## config.mk

```make
export PLATFORM = sky130hd
export DESIGN_NAME = clock_reset_seq
export DESIGN_NICKNAME = d
export VERILOG_FILES = /design/src/rtl/clock_reset_seq.sv
export SDC_FILE = /design/constraint.sdc
export NUM_CORES = 1
export LEC_CHECK = 0
export BUFFER_PORTS_ARGS = -buffer_cell sky130_fd_sc_hd__clkbuf_2
export CAP_MARGIN = 20
export CORE_ASPECT_RATIO = 0.9
export CORE_MARGIN = 4
export CORE_UTILIZATION = 50
export CTS_BUF_LIST = sky130_fd_sc_hd__clkbuf_2
export DETAILED_ROUTE_END_ITERATION = 16
export PLACE_DENSITY = 0.73
export SKIP_CTS_REPAIR_TIMING = 1
export SLEW_MARGIN = 20
export SYNTH_ARGS = -nofsm -noshare
export SYNTH_HDL_FRONTEND = slang
export SYNTH_SLANG_ARGS = --single-unit
```

## constraint.sdc

```tcl
create_clock -name clk -period 4.3 [get_ports clk]
set_input_delay 0.86 -clock clk [delete_from_list [all_inputs] [get_ports clk]]
set_output_delay 0.86 -clock clk [all_outputs]
set_load 0.01 [all_outputs]
```

## src/rtl/clock_reset_seq.sv

```systemverilog
// Clock/reset manager: qualifies PLL lock, releases per-channel resets in order,
// and generates per-channel clock-enable strobes from fixed divisors.

module clock_reset_seq_ce #(
    parameter int               DIV_W = 8,
    parameter logic [DIV_W-1:0] DIV   = '0
) (
    input  logic clk,
    input  logic reset_n,
    input  logic rst_q,
    input  logic rst_nxt,
    output logic ce
);
    localparam logic [DIV_W-1:0] LAST = DIV - DIV_W'(1);

    logic [DIV_W-1:0] cnt;

    // rst_nxt lets ce drop on the same edge the channel re-enters reset
    always_ff @(posedge clk) begin
        if (!reset_n) begin
            cnt <= '0;
            ce  <= 1'b0;
        end else if (DIV <= DIV_W'(1)) begin
            cnt <= '0;
            ce  <= ~rst_nxt;
        end else if (rst_q || rst_nxt) begin
            cnt <= '0;
            ce  <= 1'b0;
        end else if (cnt == LAST) begin
            cnt <= '0;
            ce  <= 1'b1;
        end else begin
            cnt <= cnt + 1'b1;
            ce  <= 1'b0;
        end
    end
endmodule

module clock_reset_seq #(
    parameter int                    N_CH        = 3,
    parameter int                    LOCK_STABLE = 1024,
    parameter int                    STAGE_DLY   = 16,
    parameter int                    DIV_W       = 8,
    parameter logic [N_CH*DIV_W-1:0] CE_DIV      = {8'd3, 8'd2, 8'd1}
) (
    input  logic            clk,
    input  logic            reset_n,
    input  logic            pll_locked,
    input  logic            soft_rst_req,
    output logic [N_CH-1:0] rst_out,
    output logic [N_CH-1:0] ce,
    output logic            ready,
    output logic [7:0]      lock_loss_cnt
);
    localparam int MAXC  = (LOCK_STABLE > STAGE_DLY) ? LOCK_STABLE : STAGE_DLY;
    localparam int CNT_W = $clog2(MAXC + 1);
    localparam int IDX_W = (N_CH > 1) ? $clog2(N_CH) : 1;

    localparam logic [CNT_W-1:0] STABLE_LAST = CNT_W'(LOCK_STABLE - 1);
    localparam logic [CNT_W-1:0] DLY_LAST    = CNT_W'(STAGE_DLY - 1);
    localparam logic [IDX_W-1:0] LAST_IDX    = IDX_W'(N_CH - 1);

    typedef enum logic [1:0] {WAIT_LOCK, STABLE, RELEASE, RUN} state_t;

    state_t           state, state_d;
    logic [CNT_W-1:0] cnt, cnt_d;
    logic [IDX_W-1:0] idx, idx_d;
    logic [N_CH-1:0]  rst_d;
    logic             ready_d;
    logic [7:0]       llc_d;
    logic             sync1, locked_s;

    always_ff @(posedge clk) begin
        if (!reset_n) begin
            sync1         <= 1'b0;
            locked_s      <= 1'b0;
            state         <= WAIT_LOCK;
            cnt           <= '0;
            idx           <= '0;
            rst_out       <= '1;
            ready         <= 1'b0;
            lock_loss_cnt <= '0;
        end else begin
            sync1         <= pll_locked;
            locked_s      <= sync1;
            state         <= state_d;
            cnt           <= cnt_d;
            idx           <= idx_d;
            rst_out       <= rst_d;
            ready         <= ready_d;
            lock_loss_cnt <= llc_d;
        end
    end

    always_comb begin
        state_d = state;
        cnt_d   = cnt;
        idx_d   = idx;
        rst_d   = rst_out;
        ready_d = ready;
        llc_d   = lock_loss_cnt;
        // lock loss pre-empts everything, including a concurrent soft request
        if (state != WAIT_LOCK && !locked_s) begin
            state_d = WAIT_LOCK;
            cnt_d   = '0;
            idx_d   = '0;
            rst_d   = '1;
            ready_d = 1'b0;
            if (lock_loss_cnt != 8'hFF) llc_d = lock_loss_cnt + 1'b1;
        end else begin
            case (state)
                WAIT_LOCK: begin
                    if (locked_s) begin
                        state_d = STABLE;
                        cnt_d   = '0;
                    end
                end
                STABLE: begin
                    if (cnt == STABLE_LAST) begin
                        state_d = RELEASE;
                        cnt_d   = '0;
                        idx_d   = '0;
                    end else begin
                        cnt_d = cnt + 1'b1;
                    end
                end
                RELEASE: begin
                    if (cnt == DLY_LAST) begin
                        rst_d[idx] = 1'b0;
                        cnt_d      = '0;
                        idx_d      = idx + 1'b1;
                        if (idx == LAST_IDX) begin
                            state_d = RUN;
                            ready_d = 1'b1;
                        end
                    end else begin
                        cnt_d = cnt + 1'b1;
                    end
                end
                RUN: begin
                    if (soft_rst_req) begin
                        state_d = RELEASE;
                        cnt_d   = '0;
                        idx_d   = '0;
                        rst_d   = '1;
                        ready_d = 1'b0;
                    end
                end
                default: state_d = WAIT_LOCK;
            endcase
        end
    end

    for (genvar i = 0; i < N_CH; i++) begin : g_ce
        clock_reset_seq_ce #(
            .DIV_W (DIV_W),
            .DIV   (CE_DIV[i*DIV_W +: DIV_W])
        ) u_ce (
            .clk     (clk),
            .reset_n (reset_n),
            .rst_q   (rst_out[i]),
            .rst_nxt (rst_d[i]),
            .ce      (ce[i])
        );
    end
endmodule

```

**Yosys cells after proc, flatten, opt, wreduce, memory -nomap -nowiden**

Index checks and enable logic that the tools add are counted.

- Register bits after elaboration: 48
- Input port bits: 4
- Output and inout bits: 15
- Logic and storage cells: 84

- Add/subtract/negate cells: 5
- Order comparisons: 2
- Equal/unequal tests: 14
- Mux-type cells: 27
- Bitwise gates (word level): 4
- Reductions and logical operators: 19

Operators by type and width:

| kind | count |
|---|---|
| two-way mux 11 bit | 4 |
| one-hot mux 11 bit (4 select lines) | 1 |
| adder 8 x 1 -> 8 bit (second input constant) | 3 |
| two-way mux 2 bit | 8 |
| adder 11 x 1 -> 11 bit (second input constant) | 1 |
| == test 11 x 10 -> 1 bit (second input constant) | 1 |
| == test 11 x 4 -> 1 bit (second input constant) | 1 |
| inequality test 2 bit (second input constant) | 5 |
| two-way mux 3 bit | 3 |
| == test 8 x 1 -> 1 bit (second input constant) | 1 |
| == test 8 x 2 -> 1 bit (second input constant) | 1 |
| inequality test 8 bit (second input constant) | 1 |
| one-hot mux 2 bit (4 select lines) | 1 |
| AND reduction 4 bit | 2 |
| == test 2 bit (second input constant) | 3 |
| two-way mux 1 bit | 6 |
| one-hot mux 2 bit (3 select lines) | 1 |
| one-hot mux 3 bit (2 select lines) | 1 |
| OR reduction 2 bit | 3 |
| OR reduction 3 bit | 2 |
| AND reduction 5 bit | 1 |
| AND reduction 2 bit | 2 |
| nonzero test 2 bit | 2 |
| AND 3 bit | 1 |
| other kinds (13) | 16 |

**Longest topological paths before layout**

Gate-level depths: netlist (run 1).

- Word-level depth: 11
- Depth in mapped cells: 8
- Depth with buffers taken out: 7

**Modules after synthesis**

A second synthesis (run 1) with hierarchy kept.

- Cells, all modules: 276
- Area, all modules: 2402.3 um2

Modules (own cells, without submodules):

| module | times used | cells each | area an instance (um2) | sequential area each (um2) |
|---|---|---|---|---|
| clock_reset_seq | 1 | 191 | 1600.3 | 580.6 |
| clock_reset_seq_ce (g_ce[2].u_ce) | 1 | 42 | 385.4 | 180.2 |
| clock_reset_seq_ce (g_ce[1].u_ce) | 1 | 41 | 382.9 | 180.2 |
| clock_reset_seq_ce (g_ce[0].u_ce) | 1 | 2 | 33.8 | 20.0 |

**Worst setup path after synthesis (run 1)**

No wires, ideal clock.

- Path kind: register -> register
- From: reg state[0]
- To: reg lock_loss_cnt[7]
- Data arrival time: 1.753 ns
- Required time: 4.185 ns
- Path slack: 2.432 ns
- Cell stages (with the launch flop): 8
- Buffers on the path: 0
- Cell sequence: dfxtp_1 -> inv_1 -> ha_1 -> or2_2 -> a41oi_1 -> nand4_1 -> xnor2_1 -> and2_1

- Word-level cells in the longest chain between the ends: 3

RTL lines:

| what | line | text |
|---|---|---|
| from (decl) | 65 | `state_t state, state_d;` |
| from (signal assigned) | 86 | `state <= state_d;` |
| nonzero test 2 bit | 103 | `if (state != WAIT_LOCK && !locked_s) begin` |
| logical AND 1 bit | 103 |  |
| AND reduction 2 bit (no line) | n/a |  |
| to (signal assigned) | 91 | `lock_loss_cnt <= llc_d;` |
| to (decl) | 53 | `output logic [7:0] lock_loss_cnt` |

Every way passes these cells.
A chain may end at the register's enable or synchronous reset.

**Worst setup path in the final report (run 1)**

- From: reg cnt[0]
- To: reg cnt[4]

- Word-level cells in the longest chain between the ends: 3
- Elaborated cells on any way between the ends: 6
- Those cells by class: add/sub: 1; eq/ne: 2; mux: 3

RTL lines:

| what | line | text |
|---|---|---|
| from (decl) | 66 | `logic [CNT_W-1:0] cnt, cnt_d;` |
| from (signal assigned) | 87 | `cnt <= cnt_d;` |
| adder 11 x 1 -> 11 bit (tied with other cells) | 124, 137 |  |
| two-way mux 11 bit (on tied branches) | 128, 119 |  |
| one-hot mux 11 bit (4 select lines) * | 111 | `case (state)` |

Every way passes the cells marked *; elsewhere a longest branch is shown, timed or not.

==> results of run 1 <==
power groups by stage:
stage	logic (uW)	registers, uW	clock network, uW
3_5_place_dp	216	486	0
2_1_floorplan	171	484	0
3_3_place_gp	217	486	0
4_1_cts	216	478	258
6_report	220	478	249
5_1_grt	246	481	273
placed cells by master (no fill, tap or decap), drive strengths merged, types with 2 or more instances in the layout:
cell,instances
nor2,36
dfxtp,48
or2,2
xor2,11
nor2b,2
or4,2
inv,9
o221ai,2
o221a,2
nor3,6
and3,5
a21oi,5
nand2b,5
ha,13
xnor2,14
or3,2
nand4,8
nor4,3
clkbuf,23
a211oi,2
and2,13
o21ai,5
nand2,12
nand3b,3
nor4b,2
nand3,21
a22oi,2
cell families (layout without fill, tap and decap cells):
| family | count (synthesis) | after routing |
|---|---|---|
| and+or+nand+nor | 123 | 123 |
| DFF | 48 | 48 |
| AOI/OAI and AO/OA | 27 | 27 |
| xor gates and xnor gates | 25 | 25 |
| buffers and inverters | 18 | 34 |
| adders and majority gates | 13 | 13 |
| muxes | 1 | 1 |
routing by layer:
layer	part of all wire [%]	GRT usage, %
met5	0	0
met4	1.1	5.153
met3	3.1	3.722
met2	42	22.52
met1	54	21.63
flip-flops by register name, indices dropped and copies added (netlist names):
| signal | flops |
|---|---|
| sync1 | 1 |
| state | 2 |
| rst_out | 3 |
| cnt | 11 |
| lock_loss_cnt | 8 |
| ready | 1 |
| g_ce.u_ce.cnt | 16 |
| g_ce.u_ce.ce | 3 |
| idx | 2 |
| locked_s | 1 |
final cells by class:
class,instances,area [sq um],share of cell area [%]
inverters,8,30.03,1.220
clock buffers,5,25.02,1.016
clock inverters,3,46.29,1.880
repair buffers,18,90.09,3.659
flip-flops and latches,48,960.9,39.02
multi-input cells,189,1232,50.05
well taps,62,77.57,3.150
metrics by stage:
step | cells | instance area [sq um] | hold WS (ns) | power, uW | util, %
3_3_place_gp | 325 | 2391 | 0.4140 | 702.8 | 53.95
4_1_cts | 333 | 2462 | 0.4689 | 951.9 | 55.56
6_report | 333 | 2462 | 0.4653 | 946.9 | 55.56
5_1_grt | 333 | 2462 | 0.5302 | 1001 | 55.56
3_5_place_dp | 325 | 2391 | 0.4183 | 702.1 | 53.95
2_1_floorplan | 255 | 2283 | 0.4119 | 654.6 | -
worst min path at each step:
stage	startpoint	end	slack, ns	depth (start not counted)
after global placement	sync1	locked_s	0.41	1
after detailed placement	sync1	locked_s	0.42	1
after floorplan	sync1	locked_s	0.41	1
final	sync1	locked_s	0.47	1
after CTS	sync1	locked_s	0.47	1
after global routing	sync1	locked_s	0.53	1
==> results.json, run 1 <==
{
  "status": "complete, no violations",
  "synth.most_common_cell": "dfxtp_1",
  "ir_drop_v": 0.0002737,
  "max_cap_viol_count": 0,
  "drv_slew": 0,
  "rrSetupSlack_ns": 2.08,
  "reg2reg_depth": 6,
  "hold_violations": 0,
  "grt_max_degree": 17,
  "synthFlopType": "dfxtp_1",
  "p_comb_share_pct": 23.2,
  "tightest_slew_ns": 0.6250,
  "grt_setup_unrepaired": "false",
  "clock_skew_ns": 0.02886,
  "fin_crit_ns": 2.222,
  "intPower_uw": 631.6,
  "cts.sink_count": 48,
  "overflow": 0,
  "hp-class": "flip-flop to flip-flop",
  "critPathKind": "flip-flop to flip-flop",
  "place_ws_ns": 2.120,
  "syn_area_sq_mm": 0.002283,
  "drive_gt1_share_pct": 13.28,
  "endpoint": "cnt[4]",
  "grt_usage_pct": 15.18,
  "powerDensity_mw_per_mm2": 384.5,
  "root_buffer": "clkbuf_2",
  "grt_pass1_wl_um": 7065,
  "clk_path_buf_depth": 2,
  "synth_edf_count": 0,
  "ant_nets": 0,
  "nFillCells": 414,
  "synth_compound_area_share_pct": 8.493,
  "antenna_found_initial": 0,
  "max_freq_mhz": 450.0,
  "cts_buffers": 5,
  "synth_xor_area_share_pct": 9.589,
  "core.rowCount": 23,
  "crit_path_top_delay_cell": "o41ai_1",
  "vias_per_cell": 5.156,
  "synth_commonest_cells": "dfxtp_1 (48), nor2_1 (36), nand3_1 (20)",
  "num_vias": 1717,
  "fin_tns_setup_ns": 0,
  "dp_hpwl_um": 2922,
  "crit_required_ns": 4.62,
  "arrival_ns": 2.54,
  "cts_tree": "done",
  "synth_mux_area_share_pct": 0.4384,
  "worstSetupStartpointType": "flip-flop",
  "yosys.area.top_type": "dfxtp_1",
  "syn_area_per_cell_sq_um": 8.955,
  "die_x_um": 79.24,
  "initial_core_util_pct": 51.52,
  "drtPass1Iterations": 4,
  "cp.depth": 6,
  "synth_cell_types": 42,
  "syn-num-nets": 272,
  "dieArea_sq_mm": 0.005714,
  "clkLatencyLatePin_ns": 0.43,
  "clkPwrFrac_pct": 26.3,
  "nets": 287,
  "seqPwrFrac_pct": 50.5,
  "worst_slack_ns": 2.078,
  "power_leakage_uw": 0.0008982,
  "synth.area.top_cells": "dfxtp_1 (42%), ha_1 (7.1%), nor2_1 (5.9%), xnor2_1 (5.4%), nand3_1 (4.4%)",
  "r2r-start": "cnt[0]",
  "synth_top_family_by_area": "simple AND/OR/NAND/NOR gates",
  "grt_pass1_vias": 1563,
  "drt_wl_total_um": 3951,
  "cp-end-kind": "flip-flop",
  "num_antenna_cells": 0,
  "cp_top_family": "compound AO/OA/AOI/OAI gates",
  "syn_inst": 255,
  "die_h_um": 72.11,
  "core_area_sq_mm": 0.004432,
  "ys_seq_area_share_pct": 42.08,
  "relSlewSlack_pct": 57.79,
  "clk_pin_slew_ns": 0.23,
  "gp_congestion": 0.8324,
  "swShare_pct": 33.29,
  "cts_max_level": 2,
  "ys_ff_latch": 48,
  "port_buffers": 18,
  "drc": 0,
  "yosys_warnings": 0,
  "slowest_delay_ns": 0.59,
  "ioPinCount": 19,
  "area_delta_synth_final_pct": 7.836,
  "yosys.area_share.adder_pct": 7.123,
  "path_max_fanout": 6,
  "fin_crit_sh_pct": 51.68,
  "synth-simple-area-share_pct": 28.33,
  "critPathBufInv": 0,
  "setup_violations": 0,
  "first_iter_violations": 89,
  "synth_top_area_share_pct": 42.08,
  "startpoint": "cnt[0]",
  "synth_async_sr_flop_share_pct": 0,
  "p_switching_uw": 315.2,
  "timing.rr.end": "cnt[4]",
  "drt-wirelength-per-cell_um": 11.86,
  "crit_path_cell_trace": "ha_1, nand4_1, o41ai_1, nand2_1, o221ai_1, nor2_1"
}
No activity file was read; power rests on OpenSTA's default activity.
==> run 2, diff against run 1 <==
==> constraint.sdc (replaced) <==
create_clock -name clk -period 2.3 [get_ports clk]
set_input_delay 0.46 -clock clk [delete_from_list [all_inputs] [get_ports clk]]
set_output_delay 0.46 -clock clk [all_outputs]
set_load 0.01 [all_outputs]
==> results.json, run 2 (synthesis gave the netlist of run 1 again) <==
{
  "clkPwrFrac_pct": 29.8,
  "core_area_sq_mm": 0.004432,
  "status": "complete, no violations",
  "area_delta_synth_final_pct": 10.14,
  "arrival_ns": 2.37,
  "drtPass1Iterations": 4,
  "swShare_pct": 31.39,
  "final_util_pct": 56.75,
  "max_cap_viol_count": 0,
  "first_iter_violations": 70,
  "crit_required_ns": 2.61,
  "initial_core_util_pct": 51.52,
  "hp-class": "input port to flip-flop",
  "p_switching_uw": 602.3,
  "ioPinCount": 19,
  "cts.sink_count": 48,
  "clock_skew_ns": 0.03579,
  "nets": 291,
  "root_buffer": "clkbuf_2",
  "drt_wl_total_um": 4301,
  "setup_violations": 0,
  "cts_max_level": 2,
  "grt_pass1_vias": 1717,
  "path_max_fanout": 6,
  "drv_slew": 0,
  "cts_tree": "done",
  "tightest_slew_ns": 0.4925,
  "die_x_um": 79.24,
  "grt_pass1_wl_um": 7583,
  "clkLatencyLatePin_ns": 0.43,
  "power_leakage_uw": 0.0009308,
  "port_buffers": 18,
  "grt_setup_unrepaired": "false",
  "grt_max_degree": 17,
  "core.rowCount": 23,
  "powerDensity_mw_per_mm2": 763.0,
  "seqPwrFrac_pct": 46.5,
  "max_freq_mhz": 484.4,
  "intPower_uw": 1316,
  "vias_per_cell": 5.231,
  "layout_commonest_cell": "dfxtp_1",
  "drc": 0,
  "gp_congestion": 0.8739,
  "cp-end-kind": "flip-flop",
  "antenna_found_initial": 0,
  "die_h_um": 72.11,
  "layout_common_cells": "dfxtp_1 (48), nor2_1 (36), clkbuf_2 (23)",
  "num_vias": 1763,
  "drt-wirelength-per-cell_um": 12.76,
  "fin_crit_ns": 2.064,
  "largest_register_ffs": 16,
  "relSlewSlack_pct": 67.16,
  "regMostFlops": "g_ce.u_ce.cnt",
  "dp_hpwl_um": 3201,
  "drive_gt1_share_pct": 14.55,
  "worstSetupStartpointType": "flip-flop",
  "ir_drop_v": 0.0004056,
  "num_antenna_cells": 0,
  "critPathKind": "flip-flop to flip-flop",
  "dieArea_sq_mm": 0.005714,
  "cts_buffers": 5,
  "top_regs": "g_ce.u_ce.cnt (16), cnt (11), lock_loss_cnt (8)",
  "p_comb_share_pct": 23.7,
  "hold_violations": 0,
  "clk_pin_slew_ns": 0.22,
  "ant_nets": 0,
  "fin_tns_setup_ns": 0,
  "grt_usage_pct": 16.49,
  "overflow": 0,
  "clk_path_buf_depth": 2,
  "fin_crit_sh_pct": 89.76
}
## run 2: final timing paths
check | from | end | slack [ns] | depth (start not counted)
worst max-delay path | cnt[4] | cnt[3] | 0.24 | 5
worst min register to register | sync1 | locked_s | 0.47 | 1
worst min-delay path | pll_locked | sync1 | 0.24 | 2
worst max register to register | cnt[4] | cnt[3] | 0.24 | 5
## run 2: through the flow
stage	cell area [sq um]	hold WS (ns)	setup slack [ns]	cells	total power [uW]
floorplan	2283	0.4119	0.4316	255	1224
detailed placement	2421	0.4270	0.3042	329	1353
CTS	2515	0.2063	0.2503	337	1931
global placement	2421	0.4150	0.3777	329	1347
finish	2515	0.2380	0.2356	337	1919
global route	2515	0.2168	0.1317	337	2019
## run 2: cell type report
class | count | area, sq um
repair buffers | 22 | 120.1
fillers | 419 | 1917
flip-flops and latches | 48 | 960.9
clock inverters | 3 | 68.82
inverters | 8 | 30.03
clock buffers | 5 | 25.02
multi-input cells | 189 | 1232
well taps | 62 | 77.57
## run 2: critical path, stage by stage, from the launching register on
cell and delay [ns]:
dfxtp_1 0.40, or4_4 0.55, nor3_2 0.38, nor2_1 0.12, o221ai_1 0.41, nor2_1 0.11
## run 2: power groups by stage
stage	combinational (uW)	sequential [uW]	clock (uW)
finish	455	892	572
global route	502	899	618
CTS	449	892	590
detailed placement	445	908	0
global placement	440	907	0
floorplan	319	905	0
## run 2: per-layer routing
| metal | up-vias | GRT usage [%] | part of all wire (%) |
|---|---|---|---|
| met1 | 812 | 21.52 | 52 |
| met2 | 23 | 26.92 | 43 |
| met4 | 0 | 5.725 | 1.7 |
| li1 | 918 | - | - |
| met5 | - | 0 | 0 |
| met3 | 10 | 3.846 | 2.9 |
